$ cat src/rtl/noc_target_adapter.sv
// NoC target adapter: turns request flits into sync-SRAM accesses and read responses.
// Optional destination filtering is enabled by defining NOC_TARGET_DEST_FILTER_EN.
module noc_target_adapter #(
  parameter int DATA_WIDTH = 32,
  parameter int NODE_ID    = 0,
  parameter int LOCAL_AW   = DATA_WIDTH - 20
) (
  input  logic                  clk,
  input  logic                  rst_n,
  input  logic [DATA_WIDTH-1:0] rx_data,
  input  logic                  rx_valid,
  output logic                  rx_ready,
  output logic [DATA_WIDTH-1:0] tx_data,
  output logic                  tx_valid,
  input  logic                  tx_ready,
  output logic [7:0]            tx_dest,
  output logic                  mem_en,
  output logic                  mem_we,
  output logic [LOCAL_AW-1:0]   mem_addr,
  output logic [DATA_WIDTH-1:0] mem_wdata,
  input  logic [DATA_WIDTH-1:0] mem_rdata,
  output logic [15:0]           drop_count
);

  typedef enum logic [2:0] {
    S_IDLE,
    S_WDATA,
    S_WR_COMMIT,
    S_RD_REQ,
    S_RD_WAIT,
    S_RESP,
    S_DROP
  } state_t;

  localparam logic [7:0] LP_NODE = 8'(NODE_ID);

  state_t r_state;
  state_t w_next;

  logic                  r_mem_en;
  logic                  r_mem_we;
  logic [LOCAL_AW-1:0]   r_mem_addr;
  logic [DATA_WIDTH-1:0] r_mem_wdata;
  logic [DATA_WIDTH-1:0] r_tx_data;
  logic [7:0]            r_tx_dest;

  logic                  w_rx_fire;
  logic [7:0]            w_hdr_dest;
  logic [7:0]            w_hdr_src;
  logic                  w_hdr_rw;
  logic [LOCAL_AW-1:0]   w_hdr_addr;
  logic                  w_hdr_ok;
  logic                  w_unused;

  assign w_hdr_dest = rx_data[DATA_WIDTH-1 -: 8];
  assign w_hdr_src  = rx_data[DATA_WIDTH-12 -: 8];
  assign w_hdr_rw   = rx_data[DATA_WIDTH-20];
  assign w_hdr_addr = rx_data[LOCAL_AW-1:0];
  assign w_unused   = ^{rx_data, w_hdr_dest};

`ifdef NOC_TARGET_DEST_FILTER_EN
  logic [15:0] r_drop_count;

  assign w_hdr_ok   = (w_hdr_dest == LP_NODE);
  assign drop_count = r_drop_count;

  always_ff @(posedge clk or negedge rst_n) begin
    if (!rst_n) begin
      r_drop_count <= '0;
    end else if (r_state == S_IDLE && w_rx_fire && !w_hdr_ok
                 && r_drop_count != 16'hFFFF) begin
      r_drop_count <= r_drop_count + 16'd1;
    end
  end
`else
  assign w_hdr_ok   = 1'b1;
  assign drop_count = '0;
`endif

  assign rx_ready  = rst_n & ((r_state == S_IDLE) |
                              (r_state == S_WDATA) |
                              (r_state == S_DROP));
  assign w_rx_fire = rx_valid & rx_ready;
  assign tx_valid  = (r_state == S_RESP);
  assign tx_data   = r_tx_data;
  assign tx_dest   = r_tx_dest;
  assign mem_en    = r_mem_en;
  assign mem_we    = r_mem_we;
  assign mem_addr  = r_mem_addr;
  assign mem_wdata = r_mem_wdata;

  always_ff @(posedge clk or negedge rst_n) begin
    if (!rst_n) begin
      r_state <= S_IDLE;
    end else begin
      r_state <= w_next;
    end
  end

  always_comb begin
    w_next = r_state;
    unique case (r_state)
      S_IDLE: begin
        if (w_rx_fire) begin
          if (!w_hdr_ok) begin
            w_next = w_hdr_rw ? S_DROP : S_IDLE;
          end else begin
            w_next = w_hdr_rw ? S_WDATA : S_RD_REQ;
          end
        end
      end
      S_WDATA:     if (w_rx_fire) w_next = S_WR_COMMIT;
      S_WR_COMMIT: w_next = S_IDLE;
      S_RD_REQ:    w_next = S_RD_WAIT;
      S_RD_WAIT:   w_next = S_RESP;
      S_RESP:      if (tx_ready) w_next = S_IDLE;
      S_DROP:      if (w_rx_fire) w_next = S_IDLE;
      default:     w_next = S_IDLE;
    endcase
  end

  // Strobes are one-cycle pulses launched from the accepting handshake.
  always_ff @(posedge clk or negedge rst_n) begin
    if (!rst_n) begin
      r_mem_en    <= 1'b0;
      r_mem_we    <= 1'b0;
      r_mem_addr  <= '0;
      r_mem_wdata <= '0;
      r_tx_data   <= '0;
      r_tx_dest   <= '0;
    end else begin
      r_mem_en <= 1'b0;
      r_mem_we <= 1'b0;
      if (r_state == S_IDLE && w_rx_fire && w_hdr_ok) begin
        r_mem_addr <= w_hdr_addr;
        r_tx_dest  <= w_hdr_src;
        if (!w_hdr_rw) r_mem_en <= 1'b1;
      end
      if (r_state == S_WDATA && w_rx_fire) begin
        r_mem_en    <= 1'b1;
        r_mem_we    <= 1'b1;
        r_mem_wdata <= rx_data;
      end
      if (r_state == S_RD_WAIT) r_tx_data <= mem_rdata;
    end
  end

endmodule

$ cat config.mk
export PLATFORM = sky130hd
export DESIGN_NAME = noc_target_adapter
export DESIGN_NICKNAME = d
export VERILOG_FILES = /design/src/rtl/noc_target_adapter.sv
export SDC_FILE = /design/constraint.sdc
export NUM_CORES = 1
export LEC_CHECK = 0
export ABC_AREA = 1
export CAP_MARGIN = 20
export CORE_UTILIZATION = 43
export CTS_BUF_LIST = sky130_fd_sc_hd__clkbuf_8
export DETAILED_ROUTE_END_ITERATION = 10
export PLACE_DENSITY = 0.82
export SYNTH_ARGS = -nofsm -noshare
export SYNTH_HDL_FRONTEND = slang
export SYNTH_SLANG_ARGS = --single-unit
$ cat constraint.sdc
create_clock -name clk -period 2 [get_ports clk]
set_input_delay 0.6 -clock clk [delete_from_list [all_inputs] [get_ports clk]]
set_output_delay 0.6 -clock clk [all_outputs]
set_load 0.05 [all_outputs]
==> results of run 1 <==
## layout by cell type (no fill, tap or decap), drive strengths merged
cell type / count
clkinvlp: 1
inv: 32
conb: 16
nand3: 5
nand4: 33
nor3: 3
o21ai: 22
buf: 105
a21oi: 1
mux2: 32
clkbuf: 9
dfrtp: 89
nand2: 97
nor2: 1
clkinv: 3
clkdlybuf4s50: 66
## Yosys cell counts
| cell type | number |
|---|---|
| o21ai_0 | 22 |
| inv_1 | 26 |
| nand2_1 | 94 |
| nand4_1 | 32 |
| nor3_2 | 2 |
| nor2_2 | 1 |
| inv_2 | 3 |
| dfrtp_1 | 89 |
| nor3_4 | 1 |
| nand2_2 | 3 |
| nand3_2 | 1 |
| conb_1 | 1 |
| nand4_4 | 1 |
| buf_2 | 14 |
| buf_6 | 3 |
| mux2_2 | 32 |
| a21oi_4 | 1 |
| buf_4 | 19 |
| nand3_1 | 4 |
## state kept, by name, indices dropped and copies added (netlist names)
name,count
mem_en,1
mem_wdata,32
tx_dest,8
r_state,3
mem_addr,12
mem_we,1
tx_data,32
## power groups by stage
| stage | combinational, mW | sequential, mW | clock (mW) |
|---|---|---|---|
| 2_1_floorplan | 1.67 | 6.06 | 0 |
| 3_3_place_gp | 6.47 | 3.19 | 0 |
| 3_5_place_dp | 6.57 | 3.21 | 0 |
| 4_1_cts | 6.57 | 3.20 | 1.16 |
| 5_1_grt | 6.94 | 3.30 | 1.22 |
| 6_report | 6.61 | 3.19 | 1.12 |
## layout make-up
type	count	area (um2)
inverter	29	111
multi-input combinational	210	1230
sequential	89	2230
tap	105	131
timing repair buffer	171	1500
fill	676	2920
clock buffer	9	124
clock inverter	7	52.6
## worst max-delay path by stage
stage                           startpoint                        to  slack, ns
floorplan           r_state[2]$_DFFE_PN0P_                  tx_valid       0.13
global placement                  rx_valid    r_state[2]$_DFFE_PN0P_       0.17
detailed placement                rx_valid  mem_wdata[8]$_DFFE_PN0P_       0.15
CTS                 r_state[2]$_DFFE_PN0P_                  rx_ready      0.003
global route        r_state[2]$_DFFE_PN0P_                  rx_ready     0.0006
finish              r_state[2]$_DFFE_PN0P_                  rx_ready       0.06
## cells by family (layout without fill, tap and decap cells)
family | Yosys count | after routing | synth area share
AOI/OAI and AO/OA | 23 | 23 | 0.0338
muxes | 32 | 32 | 0.0964
DFF | 89 | 89 | 0.596
other | 1 | 16 | 0.00100
buffers and inverters | 65 | 216 | 0.0950
and+or+nand+nor | 139 | 139 | 0.178
## worst max-delay path: stages (launching register included)
cell,delay (ns)
dfrtp_2,0.45
inv_2,0.12
nand2_2,0.10
a21oi_4,0.17
buf_12,0.16
## through the flow
step                hold slack, ns   util
global route                 0.362  0.648
global placement             0.467  0.622
detailed placement           0.469  0.622
finish                       0.347  0.648
CTS                          0.341  0.644
floorplan                    0.304      -
## layer usage
| layer | wire length, um | part of all wire |
|---|---|---|
| met1 | 3810 | 0.41 |
| met2 | 4670 | 0.51 |
| met3 | 581 | 0.063 |
| met4 | 157 | 0.017 |
| met5 | 0 | 0 |
## repair_timing
item	in CTS	in global routing
pin swaps	0	1
buffers inserted	0	3
resized for setup	3	3
endpoints found under the setup margin	2	1
==> results, run 1 <==
- The final cell count without fillers is 620.
- The first global-routing pass estimated roughly 14000 um of wire.
- In the global route stage, met3 resource usage came out at 0.0383.
- During synthesis, Yosys emitted a total of 0 warnings.
- The worst setup path is captured at an output pin.
- The floorplan row count is 33.
- For this run, the detailed router's first-pass iteration total came to 6.
- The static power due to leakage is 2.66 nW.
- The share of the Yosys chip area taken by registers is 0.596.
- The synthesized netlist occupies a cell area of 3740 um2.
- The startpoint identified for the worst register-to-register timing path is r_state[2]$_DFFE_PN0P_.
- The area of the core is a little over 8000 um2.
- The register share of total power is 0.292.
- The post-detailed-route count of antenna-violating nets is 0.
- The top-area cell type share of the netlist area is 0.596.
- The count of different cell masters after synthesis is 19.
- The number of placed instances, taps included, is 601.
- After clock tree synthesis, the clock-pin slew on the worst setup and hold paths is 0.09 ns.
- In this run the cell area measured after placement is 5160 um2.
- The required time at the endpoint of the critical path is 1.40 ns.
- The max capacitance violation total is 0.
- The die covers 9070 um2.
- The TritonCTS clock tree is built.
- The initial cell density of the core is 0.450.
- The clock passes through at most 2 buffers.
- The buffer cell driving the clock tree root is clkbuf_8.
- Setup slack on the critical path of the routed design comes to just under 0.06 ns.
- The period utilization is 0.970.
- The height of the die is 95.2 um.
- Entering global routing, the biggest net connects 53 pins.
- The startpoint-to-endpoint class of the critical path is reg -> out.
- The share of total power dissipated in the clock network is 0.103.
- The final number of setup-violating endpoints is 0.
- The number of antenna violations at the first check in global routing is 0.
- For this run, global-route usage on met1 was measured as 0.266.
- The combinational group share of total power is 0.605.
- The global route total overflow is 0.
- At the placement stage, the worst setup path has a slack of 0.147 ns.
- After routing the design area is 5380 um2.
- Power comes to between 10 and 15 mW.
- In this run the power density over the cells is 2030 nW/um2.
- The max-slew violation count is 0.
- Setup repair after global routing left no endpoint under its margin.
- For this design the top-level I/O count stands at 172.
- The kind of launch point of the worst setup path is a flip-flop.
- The total negative slack is 0 ns.
- Measured against its own limit, the worst slew margin works out to 0.568.
- A synthesized cell averages about 11 um2.
- The peak fanout along the critical path is 5.
- The area growth from synthesis to layout is 43.8%.
- After the last flow step, the layout net total stands at 578.
- The vias per cell is approximately 4.8.
- The maximum ir drop on the vdd rail is 1.05 mV.
- The internal power of the cells totals 5.23 mW.
- Synthesis produced a netlist whose cell count is 349.
- At the later pin of the worst-skew pair, clock insertion delay measures between 0.3 and 0.4 ns.
- In the routed design, unresolved DRC markers number 0.
- For this block, the initial DRC count from the detailed router was approximately 130.
- Detailed routing inserted a total of 3001 vias.
- In the final layout, the share of cells above drive strength 1 is 0.330.
- The worst hold-check path type is in -> async.
- The number of CTS-inserted buffers is 9.
- The worst reg2reg path endpoint is mem_wdata[24]$_DFFE_PN0P_.
- The count of buffers added on input and output ports is about 160.
- Dividing the detail-routed wire length by the instance count gives 14.9 um.
- The final antenna diode count is 0.
- The flow ran to the end, and the final reports show no timing, DRC or antenna violations.
- The clock period minus final worst setup slack is 1.94 ns.
- Based on the critical path, the design can be clocked at up to 0.515 GHz.
- The all-layer global routing usage is 0.203.
- Yosys attributes the largest share of cell area to dfrtp_1 60%, mux2_2 9.6%, nand2_1 9.4%, nand4_1 5.4%, buf_4 3.8%.
- The logic depth of the worst register-to-register path is 6.
- The net switching power is between 5 and 6 mW.
- The setup clock skew after layout is 0.0123 ns.
- The internal reg-to-reg setup slack is between 0.4 and 0.5 ns.
- The switching fraction of total power is 0.521.
- Summed over all layers, the routed wires come to 9230 um.
- The H-tree depth is 3.
- The met2 capacity usage during global routing is 0.327.
- Measured along the x axis, the die boundary spans 95.2 um.
- The number of global-route vias before repair is 2925.
- In this run, synthesis produced a sequential element count of 89.
- At the pin with the least slew margin, the transition time is 0.648 ns.
- Detailed placement finished with a half-perimeter wire length of 6690 um.
- In this run the most used layer during global routing was met2.
- The number of hold violations in the final report is 0.
- For this design, the sink count on the clock tree is between 80 and 90.
- dfrtp_1 takes more of the synthesized area than any other cell.
- The arrival time of the worst setup path is 1.34 ns.
- Hold repair after CTS inserted 0 buffers.
- The global placement routability congestion is just under 0.8.
Note: power is estimated with default switching activity, not from simulation.
==> run 2: changes to the inputs <==
==> constraint.sdc (replaced) <==
create_clock -name clk -period 2 [get_ports clk]
set_input_delay 0.4 -clock clk [delete_from_list [all_inputs] [get_ports clk]]
set_output_delay 0.4 -clock clk [all_outputs]
set_load 0.05 [all_outputs]
==> run 2 against run 1 <==
Net effect:
- design area increased by 4.2%
- setup slack worse by 0.0095 ns
- combinational power rose by 3.8%
- power rose by 3.6%
- clock power rose by 13%
- clock skew shrank 0.00065 ns
- sequential power about the same
- register-to-register slack about the same
==> results, run 2 (same netlist as run 1, synthesis figures left out) <==
- The share of cells above drive strength 1 was 0.145 (was 0.330).
- The critical path's slowest cell is clkdlybuf4s50_1 (was dfrtp_2).
- The peak clock frequency supported by timing is 0.513 GHz (was 0.515 GHz).
- The final cell count without fillers is 614 (was 620).
- The number of optimization iterations in the first detailed-route pass was 4 (was 6).
- The end-of-flow core utilization is 0.675 (was 0.648).
- The normalized max-slew margin is 0.639 (was 0.568).
- The most common cell after layout, fill and taps aside is clkdlybuf4s50_1 (was buf_4).
- The met1 routed wirelength after detailed routing is 3910 um (was 3810 um).
- The estimated wirelength of the detail-placed design is 6970 um (was 6690 um).
- The TritonCTS clock tree is built (unchanged).
- The largest buffer count on any clock path is 2 (unchanged).
- The post-detailed-route DRC marker count is 0 (unchanged).
- The power density over the cells came to 2020 nW/um2 (was 2030 nW/um2).
- The worst hold-check path type is in -> async (unchanged).
- The period utilization is 0.975 (was 0.970).
- The endpoint type of the worst setup path is an output pin (unchanged).
- Result of the run: completed (unchanged).
- The total of fill cells in the finished design came to 636 (was 676).
- The peak fanout along the critical path is 2 (was 5).
- The maximum number of pins on one net before global-route repair is 82 (was 53).
- The start point of the critical path was tx_dest[7]$_DFFE_PN0P_ (was r_state[2]$_DFFE_PN0P_).
- The overall via count from detail_route came to 3026 (was 3001).
- The post-placement setup slack came to 0.202 ns (was 0.147 ns).
- The final-layout worst hold slack came to 0.113 ns (was 0.347 ns).
- The family of cells with the greatest summed delay on the critical path is buffers and inverters (was flip-flops).
- The arrival time of the worst setup path came to 1.55 ns (was 1.34 ns).
- The final antenna diode count is 0 (unchanged).
- The number of top-level design ports came to 172 (unchanged).
- The critical path's largest stage delay is 0.81 ns (was 0.45 ns).
- The global placement routability congestion is 0.795 (was 0.789).
- The count of buffering cells on the critical path with inverters included is 1 (was 2).
- The number of I/O port buffers is 155 (unchanged).
- The buffer cell driving the clock tree root is clkbuf_8 (unchanged).
- The maximum ir drop on the vdd rail is 0.911 mV (was 1.05 mV).
- The placed instance count is 597 (was 601).
- Commonest cells after routing, fill and taps aside: 145 x clkdlybuf4s50_1, 94 x nand2_1, 89 x dfrtp_1 (was 101 x buf_4, 94 x nand2_1, 86 x dfrtp_1).
- The kind of launch point of the worst setup path is a flip-flop (unchanged).
- The slew at the pin with the worst max-slew slack is 0.540 ns (was 0.648 ns).
- The required time at the endpoint of the critical path is 1.60 ns (was 1.40 ns).
- The vias per cell is 4.93 (was 4.84).
- The routed wire length per instance is 15.8 um (was 14.9 um).
- The slack of the critical path is 0.0501 ns (was 0.0596 ns).
- The static power due to leakage came to 2.63 nW (was 2.66 nW).
- The count of clock tree sinks is 89 (unchanged).
- The global-route wire length before repair is 14900 um (was 14200 um).
- The all-layer global routing usage is 0.220 (was 0.203).
- The wire length after detailed routing is 9720 um (was 9230 um).
- The number of CTS-inserted buffers came to 9 (unchanged).
- The die area is 9070 um2 (unchanged).
- The height of the die is 95.2 um (unchanged).
- The max capacitance violation total is 0 (unchanged).
- The clock period minus final worst setup slack was 1.95 ns (was 1.94 ns).
- The source-to-sink clock delay at the later pin of the worst-skew pair is 0.35 ns (about the same).
- The floorplan die width came to 95.2 um (unchanged).
- The floorplan row count is 33 (unchanged).
- The sequential cell area is 2230 um2 (about the same).
- The H-tree depth is 3 (unchanged).
- The max-slew violation count is 0 (unchanged).
- The global route total overflow is 0 (unchanged).
- The number of antenna violations at the first check in global routing is 0 (unchanged).
- The relative area change from synthesis to final layout is 49.8% (was 43.8%).
- RSZ-0062 raised after global routing: false (unchanged).
- The CTS clock-pin slew for the worst setup and hold paths is 0.10 ns (was 0.09 ns).
- The final number of setup-violating endpoints is 0 (unchanged).
- The origin of the critical flop-to-flop path is r_state[1]$_DFFE_PN0P_ (was r_state[2]$_DFFE_PN0P_).
- Worst-path cell chain: clkdlybuf4s50_1 (was inv_2 -> nand2_2 -> a21oi_4 -> buf_12).
- The total negative slack is 0 ns (unchanged).
- The number of global-route vias before repair came to 2994 (was 2925).
- The startpoint-to-endpoint class of the critical path is reg -> out (unchanged).
- The initial DRC count came to 126 (was 129).
- The amount of wire on met2 after detailed routing was 5050 um (was 4670 um).
- The post-detailed-route count of antenna-violating nets came to 0 (unchanged).
- The net count reported at finish is 572 (was 578).
- The area of the multi-input gates was 1220 um2 (was 1230 um2).
- The setup clock skew after layout is 0.0117 ns (was 0.0123 ns).
- The number of hold violations in the final report is 0 (unchanged).
- The area of the core is 8300 um2 (unchanged).
- The met3 routed wirelength is 559 um (was 581 um).
- The setup fix buffers added after clock tree synthesis is 0 (unchanged).
- The uppermost layer routed is met4 (unchanged).
- The initial cell density of the core was 0.450 (unchanged).
==> run 2: changes by cell type in the layout (fill, tap and decap cells not counted), sizes merged <==
cell           delta
clkdlybuf4s50    +79
bufinv            +1
buf              -93
dlymetal6s2s      +7
dlygate4sd3       +1
clkinv            -1
==> run 2: final cells by class <==
cell class / instances / share of cell area
Sequential cell: 89 / 0.398
Clock inverter: 7 / 0.0136
Timing Repair Buffer: 165 / 0.306
Multi-Input combinational cell: 210 / 0.218
Clock buffer: 9 / 0.0221
Inverter: 29 / 0.0194
Tap cell: 105 / 0.0235
==> run 2: repair_timing <==
| action | in CTS | in global routing |
|---|---|---|
| gates resized for setup | 0 | 8 |
| hold buffers | 1 | 0 |
| endpoints found under the hold margin | 8 | 0 |
| endpoints found under the setup margin | 0 | 8 |
==> run 2: power breakdown <==
part | switching, mW | total (mW) | internal, mW
registers | 0.522 | 3.19 | 2.66
logic | 4.52 | 6.86 | 2.34
clock network | 0.672 | 1.26 | 0.591
total | 5.71 | 11.3 | 5.60
==> run 2: path summary, 6_finish.rpt <==
path | endpoint | slack (ns) | cells past startpoint
worst min-delay path | tx_dest[1]$_DFFE_PN0P_ | 0.11 | 2
worst max-delay path | tx_dest[7] | 0.05 | 1
min in group clk | mem_wdata[23]$_DFFE_PN0P_ | 0.48 | 2
max in group asynchronous | mem_addr[7]$_DFFE_PN0P_ | 1.15 | 2
worst max register to register | mem_wdata[21]$_DFFE_PN0P_ | 0.47 | 6
worst min register to register | mem_wdata[23]$_DFFE_PN0P_ | 0.48 | 2
==> run 2: routing by layer <==
metal | track usage | vias to the layer above
li1 | - | 1420
met1 | 0.268 | 1468
met2 | 0.384 | 119
met3 | 0.0399 | 19
met4 | 0.0846 | 0
met5 | 0 | -
==> run 2: metrics by stage <==
| stage | area, um2 | power (mW) |
|---|---|---|
| after floorplan | 3790 | 7.73 |
| after global placement | 5370 | 9.93 |
| after detailed placement | 5370 | 10.1 |
| after CTS | 5580 | 11.4 |
| after global routing | 5600 | 11.9 |
| final | 5600 | 11.3 |
==> run 2: worst register-to-register path, delay by kind of cell (launching register included) <==
family	cells	cell delay, ns
buffers and inverters	1	0.24
DFF	1	0.56
and+or+nand+nor	5	0.60
